**config.mk**
```make
export PLATFORM = sky130hd
export DESIGN_NAME = redmule_z_drain_buffer_flat
export DESIGN_NICKNAME = d
export VERILOG_FILES = /design/src/rtl/redmule_z_drain_buffer_if.sv /design/src/rtl/redmule_z_drain_buffer.sv /design/src/flat_wrapper.sv
export SDC_FILE = /design/constraint.sdc
export NUM_CORES = 1
export LEC_CHECK = 0
export ABC_AREA = 1
export CORE_MARGIN = 10
export CORE_UTILIZATION = 55
export DETAILED_ROUTE_END_ITERATION = 8
export MAX_ROUTING_LAYER = met4
export PLACE_DENSITY = 0.77
export SLEW_MARGIN = 0
export SYNTH_ARGS = -nofsm -noshare
export SYNTH_HDL_FRONTEND = slang
export SYNTH_SLANG_ARGS = --single-unit
export TNS_END_PERCENT = 5
```
**constraint.sdc**
```tcl
create_clock -name clk_i -period 12.7 [get_ports clk_i]
set_input_delay 1.905 -clock clk_i [delete_from_list [all_inputs] [get_ports clk_i]]
set_output_delay 1.905 -clock clk_i [all_outputs]
set_load 0.005 [all_outputs]
```
**src/rtl/redmule_z_drain_buffer_if.sv**
```systemverilog
// redmule_z_drain_buffer_if: Z store stream carrying tile rows from the drain buffer to the streamer.
interface redmule_z_drain_buffer_if #(
  parameter int DW        = 16,
  parameter int ROW_ELEMS = 4
);
  logic                      valid;
  logic                      ready;
  logic                      last;
  logic [ROW_ELEMS*DW-1:0]   data;
  logic [ROW_ELEMS*DW/8-1:0] strb;
  modport master (output valid, data, strb, last, input ready);
  modport slave  (input valid, data, strb, last, output ready);
endinterface

```
**src/rtl/redmule_z_drain_buffer.sv**
```systemverilog
// redmule_z_drain_buffer: collects engine rows into a tile, then drains them to the Z stream.
// Optional stall counter on the stream enabled by defining REDMULE_ZBUF_STALL_CNT_EN.
module redmule_z_drain_buffer #(
  parameter int DW        = 16,
  parameter int ROW_ELEMS = 4,
  parameter int DEPTH     = 8,
  localparam int PW = $clog2(DEPTH),
  localparam int RW = $clog2(DEPTH) + 1,
  localparam int CW = $clog2(ROW_ELEMS) + 1
) (
  input  logic                    clk_i,
  input  logic                    rst_i,
  input  logic                    clear_i,
  input  logic                    clk_en_i,
  input  logic                    z_fill_i,
  input  logic [ROW_ELEMS*DW-1:0] row_i,
  input  logic                    storing_i,
  input  logic [RW-1:0]           cfg_rows_i,
  input  logic [CW-1:0]           cfg_cols_i,
  output logic                    full_o,
  output logic                    empty_o,
  output logic                    overflow_o,
  output logic [31:0]             stall_cnt_o,
  redmule_z_drain_buffer_if.master z
);
  localparam int BPE = DW / 8;
  typedef enum logic [1:0] {FILL, FULL, DRAIN} state_t;
  state_t                  state, state_n;
  logic [ROW_ELEMS*DW-1:0] mem [DEPTH];
  logic [PW-1:0]           wr_ptr, rd_ptr;
  logic [RW-1:0]           cfg_rows, rows_s;
  logic [CW-1:0]           cfg_cols, cols_s;
  logic                    wr_en, hs, last;
  assign wr_en  = z_fill_i && clk_en_i;
  assign hs     = z.valid && z.ready;
  assign last   = {1'b0, rd_ptr} == cfg_rows - RW'(1);
  assign rows_s = (cfg_rows_i == '0 || cfg_rows_i > RW'(DEPTH)) ? RW'(DEPTH) : cfg_rows_i;
  assign cols_s = (cfg_cols_i == '0 || cfg_cols_i > CW'(ROW_ELEMS)) ? CW'(ROW_ELEMS) : cfg_cols_i;
  always_comb begin
    state_n = clear_i ? FILL :
              (state == FILL && wr_en && wr_ptr == PW'(DEPTH - 1)) ? FULL :
              (state == FULL && storing_i) ? DRAIN :
              (state == DRAIN && hs && last) ? FILL : state;
  end
  always_ff @(posedge clk_i or posedge rst_i) begin
    if (rst_i) begin
      state      <= FILL;
      wr_ptr     <= '0;
      rd_ptr     <= '0;
      cfg_rows   <= RW'(DEPTH);
      cfg_cols   <= CW'(ROW_ELEMS);
      overflow_o <= 1'b0;
    end else if (clear_i) begin
      state      <= FILL;
      wr_ptr     <= '0;
      rd_ptr     <= '0;
      cfg_rows   <= RW'(DEPTH);
      cfg_cols   <= CW'(ROW_ELEMS);
      overflow_o <= 1'b0;
    end else begin
      state <= state_n;
      if (state == FILL && wr_en) wr_ptr <= wr_ptr + PW'(1);
      if (hs) rd_ptr <= last ? '0 : rd_ptr + PW'(1);
      if (state == FULL && storing_i) begin
        cfg_rows <= rows_s;
        cfg_cols <= cols_s;
      end
      if (state != FILL && wr_en) overflow_o <= 1'b1;
    end
  end
  // Row storage needs no reset: rows are only read after being written this tile.
  always_ff @(posedge clk_i) begin
    if (state == FILL && wr_en && !clear_i) mem[wr_ptr] <= row_i;
  end
  assign full_o  = state == FULL;
  assign empty_o = state == FILL && wr_ptr == '0;
  assign z.valid = state == DRAIN;
  assign z.data  = mem[rd_ptr];
  assign z.last  = state == DRAIN && last;
  for (genvar i = 0; i < ROW_ELEMS; i++) begin : g_strb
    assign z.strb[i*BPE +: BPE] = (CW'(i) < cfg_cols) ? '1 : '0;
  end
`ifdef REDMULE_ZBUF_STALL_CNT_EN
  logic [31:0] stall_cnt;
  always_ff @(posedge clk_i or posedge rst_i) begin
    if (rst_i) stall_cnt <= '0;
    else if (clear_i) stall_cnt <= '0;
    else if (z.valid && !z.ready && stall_cnt != '1) stall_cnt <= stall_cnt + 32'd1;
  end
  assign stall_cnt_o = stall_cnt;
`else
  assign stall_cnt_o = '0;
`endif
endmodule

```
**src/flat_wrapper.sv**
```systemverilog
// flat-port wrapper written by rule: the top's interface ports become plain ports
module redmule_z_drain_buffer_flat 
#(
  parameter int DW        = 16,
  parameter int ROW_ELEMS = 4,
  parameter int DEPTH     = 8,
  localparam int PW = $clog2(DEPTH),
  localparam int RW = $clog2(DEPTH) + 1,
  localparam int CW = $clog2(ROW_ELEMS) + 1
)
  (clk_i, rst_i, clear_i, clk_en_i, z_fill_i, row_i, storing_i, cfg_rows_i, cfg_cols_i, full_o, empty_o, overflow_o, stall_cnt_o, z_valid, z_data, z_strb, z_last, z_ready);
  redmule_z_drain_buffer_if #(.DW(DW), .ROW_ELEMS(ROW_ELEMS)) z_i ();
  input  logic clk_i;
  input  logic rst_i;
  input  logic clear_i;
  input  logic clk_en_i;
  input  logic z_fill_i;
  input  logic [ROW_ELEMS*DW-1:0] row_i;
  input  logic storing_i;
  input  logic [RW-1:0] cfg_rows_i;
  input  logic [CW-1:0] cfg_cols_i;
  output logic full_o;
  output logic empty_o;
  output logic overflow_o;
  output logic [31:0] stall_cnt_o;
  output wire logic [$bits(z_i.valid)-1:0] z_valid;
  output wire logic [$bits(z_i.data)-1:0] z_data;
  output wire logic [$bits(z_i.strb)-1:0] z_strb;
  output wire logic [$bits(z_i.last)-1:0] z_last;
  input wire logic [$bits(z_i.ready)-1:0] z_ready;
  assign z_valid = z_i.valid;
  assign z_data = z_i.data;
  assign z_strb = z_i.strb;
  assign z_last = z_i.last;
  assign z_i.ready = z_ready;
  redmule_z_drain_buffer #(.DW(DW), .ROW_ELEMS(ROW_ELEMS), .DEPTH(DEPTH)) u_core (.clk_i(clk_i), .rst_i(rst_i), .clear_i(clear_i), .clk_en_i(clk_en_i), .z_fill_i(z_fill_i), .row_i(row_i), .storing_i(storing_i), .cfg_rows_i(cfg_rows_i), .cfg_cols_i(cfg_cols_i), .full_o(full_o), .empty_o(empty_o), .overflow_o(overflow_o), .stall_cnt_o(stall_cnt_o), .z(z_i));
endmodule
```
Yosys cells after proc, flatten, opt, wreduce, memory -nomap -nowiden
Memories as Yosys holds them, arrays and structs flattened.
Cells that the tools add are included.
{"block": "word_totals", "reg_bits": 16, "mem_bits_rw": 512, "word_cells": 67, "mem_count": 1}
{"memory": "u_core.mem", "depth": 8, "word_bits": 64, "read_ports": 1, "rd_clocked_by_memory_dff": 0, "wr": 1, "line": "redmule_z_drain_buffer.sv:29", "rtl": "logic [ROW_ELEMS*DW-1:0] mem [DEPTH];"}
{"block": "op_classes", "n_addsub": 3, "order_cmp": 6, "eq_ne": 4, "muxes": 23, "n_reduce_logical": 24}
{"cell": "$mux 3", "count": 8}
{"cell": "$mux 2", "count": 8}
{"cell": "$mux 4", "count": 3}
{"cell": "$logic_and 1x1->1", "count": 11}
{"cell": "$reduce_bool 2->1", "count": 5}
{"cell": "$add 3x1->3 const B", "count": 2}
{"cell": "$logic_not 3->1", "count": 2}
{"cell": "$lt 1x3->1 const A", "count": 2}
{"cell": "$lt 2x3->1 const A", "count": 2}
{"cell": "$eq 3x4->1", "count": 1}
{"cell": "$gt 4x4->1 const B", "count": 1}
{"cell": "$logic_not 4->1", "count": 1}
{"cell": "$mux 1", "count": 4}
{"cell": "$reduce_bool 4->1", "count": 1}
{"cell": "$sub 4x1->4 const B", "count": 1}
{"cell": "$eq 3x3->1 const B", "count": 1}
{"cell": "$gt 3x3->1 const B", "count": 1}
{"cell": "$eq 2x1->1 const B", "count": 1}
{"cell": "$eq 2x2->1 const B", "count": 1}
{"cell": "$logic_not 2->1", "count": 1}
{"cell": "$logic_or 1x1->1", "count": 2}
{"cell": "$logic_not 1->1", "count": 1}

Longest topological paths before layout
Gate-level depths: netlist of the first run.
{"block": "depth", "word_depth": 8, "mapped_depth": 10, "ltp_nobuf": 10}

Worst setup path before layout of the first run
OpenSTA, ideal clock, no wires.
{"block": "synth_timing", "path_kind": "input -> register", "from": "in z_fill_i", "to": "mem u_core.mem[4][0] (netlist bit), enable pin", "arrival_ns": 6.763, "path_slack_ns": 5.372, "cell_stages": 6, "n_path_buf": 0, "cell_sequence": "nand2_1 -> inv_1 -> nand2_1 -> nor2_1 -> nand2_1 -> nor3_1"}
{"block": "synth_via", "elab_chain_len": 5}
{"item": "from (decl)", "line": "flat_wrapper.sv:17", "rtl": "input logic z_fill_i;"}
{"item": "$logic_and 1x1->1", "line": "redmule_z_drain_buffer.sv:34", "rtl": "assign wr_en = z_fill_i && clk_en_i;"}
{"item": "$logic_and 1x1->1 (2 in series)", "line": "redmule_z_drain_buffer.sv:73", "rtl": "if (state == FILL && wr_en && !clear_i) mem[wr_ptr] <= row_i;"}
{"item": "$mux 1", "line": "redmule_z_drain_buffer.sv:73"}
{"item": "$mux 1 (implied by the code)", "line": "redmule_z_drain_buffer.sv:73"}
{"item": "to (decl)", "line": "redmule_z_drain_buffer.sv:29"}
Every way passes these cells.

Final worst setup path of the first run
{"block": "layout_timing", "from": "reg u_core.rd_ptr[1]", "to": "out z_data[2]"}
{"block": "layout_via", "elab_chain_len": 1}
{"item": "from (decl)", "line": "redmule_z_drain_buffer.sv:30", "rtl": "logic [PW-1:0] wr_ptr, rd_ptr;"}
{"item": "from (signal assigned)", "line": "redmule_z_drain_buffer.sv:63", "rtl": "if (hs) rd_ptr <= last ? '0 : rd_ptr + PW'(1);"}
{"item": "$mem_v2 8x64"}
{"item": "to (decl)", "line": "flat_wrapper.sv:27", "rtl": "output wire logic [$bits(z_i.data)-1:0] z_data;"}
Every way passes these cells.

==> results.json, run 1 <==
{
  "status": "completed",
  "core-area_um2": 37670,
  "hold_ws_ns": 0.5144,
  "clockBufferDepth": 3,
  "switchingPower_uw": 758.6,
  "cts_tree": "built",
  "drt_iter0_markers": 1087,
  "ys_ff_latch": 528,
  "fin_nets": 1822,
  "die-area_um2": 46440,
  "place_hpwl_mm": 24.43,
  "arrival_ns": 4.23,
  "avgSynthCellArea_um2": 12.99,
  "antenna_found_initial": 2,
  "fin_skew_ns": 0.01522,
  "initial_utilization": 0.5582,
  "critical_path_class": "reg2out",
  "grt_pass1_wl_mm": 71.49,
  "synthCells": 1618,
  "pwr-share-comb": 0.069,
  "seqPwrFrac": 0.534,
  "post_cts_buffers": 0,
  "cp-startpoint": "u_core.rd_ptr[1]",
  "htree_num_levels": 2,
  "crit_fanout": 90,
  "rsz0062_at_grt": "no",
  "io_pins": 187,
  "timing.critical_path.required_ns": 10.80,
  "clk_pin_slew_ns": 0.06,
  "cts_resized": 0,
  "ir_worst_vdd_uv": 115.2,
  "yosysWarnings": 0,
  "drv_cap": 0,
  "die_w_um": 215.5,
  "finalPower_mw": 3.604,
  "gr-usage-all-layers": 0.1988,
  "io_buffers": 154,
  "hold_viol": 0,
  "hold_buffers": 0,
  "powerDensity_nw_per_um2": 148.8,
  "relSlewSlack": 0.2207,
  "grt_max_degree": 158,
  "timing.rr.start": "u_core.state[0]",
  "clock_latency_ns": 0.56,
  "p_sw_frac": 0.2105,
  "internal-power_mw": 2.846,
  "areaGrowthSynthToFinish_pct": 15.25,
  "via_count": 12971,
  "r2r_slack_ns": 9.64,
  "rows": 71,
  "yosysSeqAreaShare": 0.7505,
  "wl_per_cell_um": 20.27,
  "min_from": "u_core.overflow_o",
  "route.detailed.drc": 0,
  "period_needed_ns": 6.135,
  "clockRootBuffer": "clkbuf_16",
  "ant_nets": 0,
  "layout-drive-gt1-share": 0.06190,
  "worst_pin_slew_ns": 1.169,
  "finalSetupTns_ns": 0,
  "drv_slew": 0,
  "power_frac_clock": 0.397,
  "die_y_um": 215.5,
  "numCtsBuffers": 51,
  "fmax_mhz": 163.0,
  "grt_overflow": 0,
  "syn-cell-area_um2": 21020,
  "routabilityCongestion": 0.7623,
  "finalSetupViolations": 0,
  "hold_path.class": "reg2reg",
  "grt_pass1_vias": 12612,
  "wl_mm": 46.41,
  "worst_setup_path_end_kind": "output port",
  "cts.sinks": 528,
  "yosysUniqueCellTypes": 36,
  "num-fill-cells": 2741,
  "vias_per_cell": 5.664,
  "post-route-period-util": 0.4831,
  "drt_pass1_iterations": 5,
  "p_leak_nw": 8.060,
  "start_kind": "flip-flop"
}
[registers in the layout, summed over array words and instances (netlist names)]
name	count
u_core.cfg_rows	4
u_core.cfg_cols	3
u_core.wr_ptr	3
u_core.mem	512
u_core.overflow_o	1
u_core.state	2
u_core.rd_ptr	3
[cell families (layout without fill, tap and decap cells)]
family,count (synthesis),after routing,synth area share
AO/OA/AOI/OAI,398,398,0.1030
XOR/XNOR,1,1,0.0004167
adder cells (fa/ha/maj),6,6,0.003571
buffers and inverters,166,294,0.04684
flip-flops,528,528,0.7505
other,1,34,0.0001784
AND/OR/NAND/NOR,518,518,0.09552
[Yosys cell counts, drive strengths merged]
cell	instances	area (um2)
clkinv	1	3.750
dfrtp	14	350.3
nand3	4	25.02
buf	92	705.7
nand4	6	43.79
o22ai	67	419.2
o32ai	2	17.52
conb	1	3.750
edfxtp	512	15370
a21oi	2	10.01
nor3	4	25.02
nor4	1	6.260
nor2	465	1758
nand2	37	143.9
clkbuf	43	162.7
a31oi	64	400.4
o21ai	262	1311
dfstp	2	52.55
inv	30	112.6
or2	1	6.260
ha	6	75.07
a22oi	1	7.510
xor2	1	8.760
[layout by cell type (no fill, tap or decap), drive strengths merged, types with 31 or more instances in the layout]
master         Yosys  routed
edfxtp           512     512
nor2             465     465
o21ai            262     262
clkdlybuf4s50      0     154
o22ai             67      67
clkbuf            43      66
a31oi             64      64
nand2             37      37
conb               1      32
inv               30      31
[routing by layer]
metal	GRT usage	up-vias	share of wire
met5	-	-	0
met4	0.05421	0	0.021
met3	0.03720	76	0.068
met2	0.3288	470	0.49
met1	0.2485	6363	0.42
li1	-	6062	-
[critical path, stage by stage (launching register included)]
cell and delay [ns]:
dfrtp_4 0.75, inv_4 0.51, buf_4 0.93, o21ai_0 0.21, o22ai_1 0.16, nor2_1 0.06
a31oi_1 0.35, clkdlybuf4s50_1 0.59
[cell type report]
type                            count  area, um2  share of cell area
Sequential cell                   528      15790              0.6515
Multi-Input combinational cell    955       4433              0.1829
Timing Repair Buffer              171       1669             0.06888
Clock buffer                       66       1343             0.05541
Tap cell                          511      639.4             0.02639
Clock inverter                     26      230.2            0.009501
Inverter                           31      126.4            0.005215
Antenna cell                        2      5.005           0.0002065
[power by group through the flow]
stage                     clock network (mW)  logic (mW)  registers, mW
after floorplan                            0       0.145           1.96
after global placement                     0       0.241           1.96
after detailed placement                   0       0.248           1.96
after CTS                               1.45       0.250           1.93
after global routing                    1.53       0.274           1.93
final                                   1.43       0.247           1.93
[worst paths after layout]
check / to / cells after the start
worst max-delay path: z_data[2] / 7
worst min-delay path: u_core.overflow_o / 2
worst max register to register: u_core.mem[0][50] / 6
worst min register to register: u_core.overflow_o / 2
max in group asynchronous: u_core.rd_ptr[0] / 2
min in group asynchronous: u_core.cfg_rows[1] / 2
[per-stage QoR]
step                        util  setup WS (ns)  instance area, um2  instances
after floorplan                -          5.372               21140       1649
after CTS                 0.6432          6.562               24230       2288
after global placement    0.6014          7.203               22650       2196
after global routing      0.6433          6.390               24230       2290
final                     0.6433          6.565               24230       2290
after detailed placement  0.6014          7.178               22650       2196
Note: power is estimated with default switching activity, not from simulation.
==> inputs of run 2 (changes only) <==
==> constraint.sdc (replaced) <==
create_clock -name clk_i -period 5.7 [get_ports clk_i]
set_input_delay 0.855 -clock clk_i [delete_from_list [all_inputs] [get_ports clk_i]]
set_output_delay 0.855 -clock clk_i [all_outputs]
set_load 0.005 [all_outputs]
==> run 2 against run 1 <==
  * Sequential cell count stayed put
  * Register-to-register slack worse by 6.8 ns
  * Sequential share of layout area is 0.34 points lower
  * Utilization is 0.34 points higher
  * Critical path depth stayed put
  * Hold slack better by 0.0025 ns
  * Critical endpoint is now z_data[5]
==> results.json, run 2 (synthesized netlist as in run 1, its figures left out) <==
{
  "pwr-share-comb": 0.067,
  "power_frac_clock": 0.396,
  "rsz0062_at_grt": "no",
  "cts_tree": "built",
  "timing.critical_path.required_ns": 4.85,
  "route.detailed.drc": 0,
  "fin_skew_ns": 0.009296,
  "seqPwrFrac": 0.536,
  "hold_ws_ns": 0.5169,
  "rr_worst_depth": 6,
  "ant_nets": 0,
  "powerDensity_nw_per_um2": 329.7,
  "worst_setup_path_end_kind": "output port",
  "timing.rr.start": "u_core.state[0]",
  "htree_num_levels": 2,
  "io_pins": 187,
  "clockBufferDepth": 3,
  "routabilityCongestion": 0.7734,
  "post_cts_buffers": 0,
  "post-route-period-util": 0.8419,
  "start_kind": "flip-flop",
  "relSlewSlack": 0.1775,
  "hold_viol": 0,
  "reg.largest.list": "u_core.mem: 512 flops, u_core.cfg_rows: 4 flops",
  "drt_iter0_markers": 1181,
  "crit_fanout": 156,
  "internal-power_mw": 6.332,
  "slowest_stage": "inv_6",
  "worstSetupEndpoint": "z_data[5]",
  "drt_pass1_iterations": 7,
  "cts_resized": 0,
  "place_hpwl_mm": 24.66,
  "place_inst": 2200,
  "slowest_delay_ns": 0.78,
  "crit_chain": "inv_6 > buf_4 > nor2_1 > o22ai_1 > nor2_1 > a31oi_1 > clkdlybuf4s50_1",
  "largest_reg_flops": 512,
  "numCtsBuffers": 52,
  "p_leak_nw": 8.082,
  "gr-usage-all-layers": 0.2017,
  "path_depth": 7,
  "clockRootBuffer": "clkbuf_16",
  "wl_per_cell_um": 20.45,
  "cp_common_cell": "nor2_1",
  "grt_max_degree": 190,
  "vias_per_cell": 5.684,
  "ir_worst_vdd_uv": 254.1,
  "worst_pin_slew_ns": 1.234,
  "initial_utilization": 0.5582,
  "timing.rr.end": "u_core.mem[2][40]",
  "critical_path_class": "reg2out",
  "switchingPower_mw": 1.699,
  "via_count": 13044,
  "layout_common_cells": "edfxtp_1 (512), nor2_1 (456), o21ai_0 (208), clkdlybuf4s50_1 (154), o22ai_1 (67)",
  "status": "completed",
  "areaGrowthSynthToFinish_pct": 15.87,
  "p_sw_frac": 0.2115,
  "fmax_mhz": 208.4,
  "antenna_found_initial": 4,
  "wl_mm": 46.94,
  "finalSetupViolations": 0,
  "drv_cap": 0,
  "cts.sinks": 528,
  "hold_buffers": 0,
  "finalSetupTns_ns": 0,
  "die_y_um": 215.5,
  "clock_latency_ns": 0.58,
  "io_buffers": 154,
  "layout-drive-gt1-share": 0.06011,
  "period_needed_ns": 4.799,
  "cp-startpoint": "u_core.rd_ptr[0]",
  "core-area_um2": 37670,
  "die_w_um": 215.5,
  "regMostFlops": "u_core.mem",
  "stdcell_count": 2295,
  "grt_pass1_wl_mm": 72.19,
  "die-area_um2": 46440,
  "r2r_slack_ns": 2.85,
  "crit_buf_inv": 3,
  "clk_pin_slew_ns": 0.06,
  "fin_nets": 1827,
  "grt_overflow": 0,
  "rows": 71,
  "drv_slew": 0,
  "hold_path.class": "reg2reg",
  "arrival_ns": 3.94,
  "critPathTopFamily": "buffers and inverters",
  "final_common_cell": "edfxtp_1",
  "grt_pass1_vias": 12906,
  "final_util": 0.6467
}
==> run 2: cell count changes in the layout (fill, tap and decap cells not counted), moves of 2 or more <==
cell	delta
clkbuf_1	-4
diode_2	+2
buf_4	-3
inv_6	+2
clkinv_1	+10
clkinv_2	-9
clkbuf_16	+2
buf_12	+7
==> run 2: layout make-up <==
class                   instances  area [um2]
diodes                          4       10.01
clock inverters                28       209.0
repair buffers                175        1787
flip-flops and latches        528       15790
fillers                      2686       13310
multi-input cells             955        4439
well taps                     511       639.4
clock buffers                  63        1364
inverters                      31       126.4
==> run 2: through the flow <==
stage | power [mW] | cell area [um2] | setup slack [ns]
4_1_cts | 8.090 | 24350 | 0.9217
3_3_place_gp | 4.915 | 22780 | 1.564
2_1_floorplan | 4.697 | 21150 | -0.5651
6_report | 8.031 | 24360 | 0.9014
3_5_place_dp | 4.930 | 22780 | 1.556
5_1_grt | 8.302 | 24360 | 0.6631
==> run 2: worst register-to-register path: cells and delay by family (launching register included) <==
family / cells / cell delay [ns]
AND/OR/NAND/NOR: 5 / 1.68
buffers and inverters: 1 / 0.38
flip-flops: 1 / 0.43
==> run 2: power by group through the flow <==
| stage | combinational [mW] | sequential [mW] | clock, mW |
|---|---|---|---|
| floorplan | 0.323 | 4.37 | 0 |
| global placement | 0.528 | 4.39 | 0 |
| detailed placement | 0.542 | 4.39 | 0 |
| CTS | 0.546 | 4.31 | 3.24 |
| global route | 0.598 | 4.31 | 3.40 |
| finish | 0.541 | 4.31 | 3.18 |
==> run 2: layer usage <==
layer	vias up	track usage	wire (um)
met5	-	-	0
met4	0	0.06618	949
met3	67	0.03846	3474
met2	545	0.3274	23560
met1	6382	0.2528	18960
li1	6050	-	-
==> run 2: worst min-delay path by stage <==
stage | start | to | slack, ns | cells after the start
4_1_cts | u_core.overflow_o | u_core.overflow_o | 0.53 | 2
3_5_place_dp | u_core.cfg_cols[2] | u_core.cfg_cols[2] | 0.51 | 2
5_1_grt | u_core.cfg_rows[3] | u_core.cfg_rows[3] | 0.55 | 2
3_3_place_gp | u_core.cfg_rows[3] | u_core.cfg_rows[3] | 0.48 | 2
2_1_floorplan | u_core.cfg_rows[3] | u_core.cfg_rows[3] | 0.46 | 2
6_report | u_core.overflow_o | u_core.overflow_o | 0.52 | 2
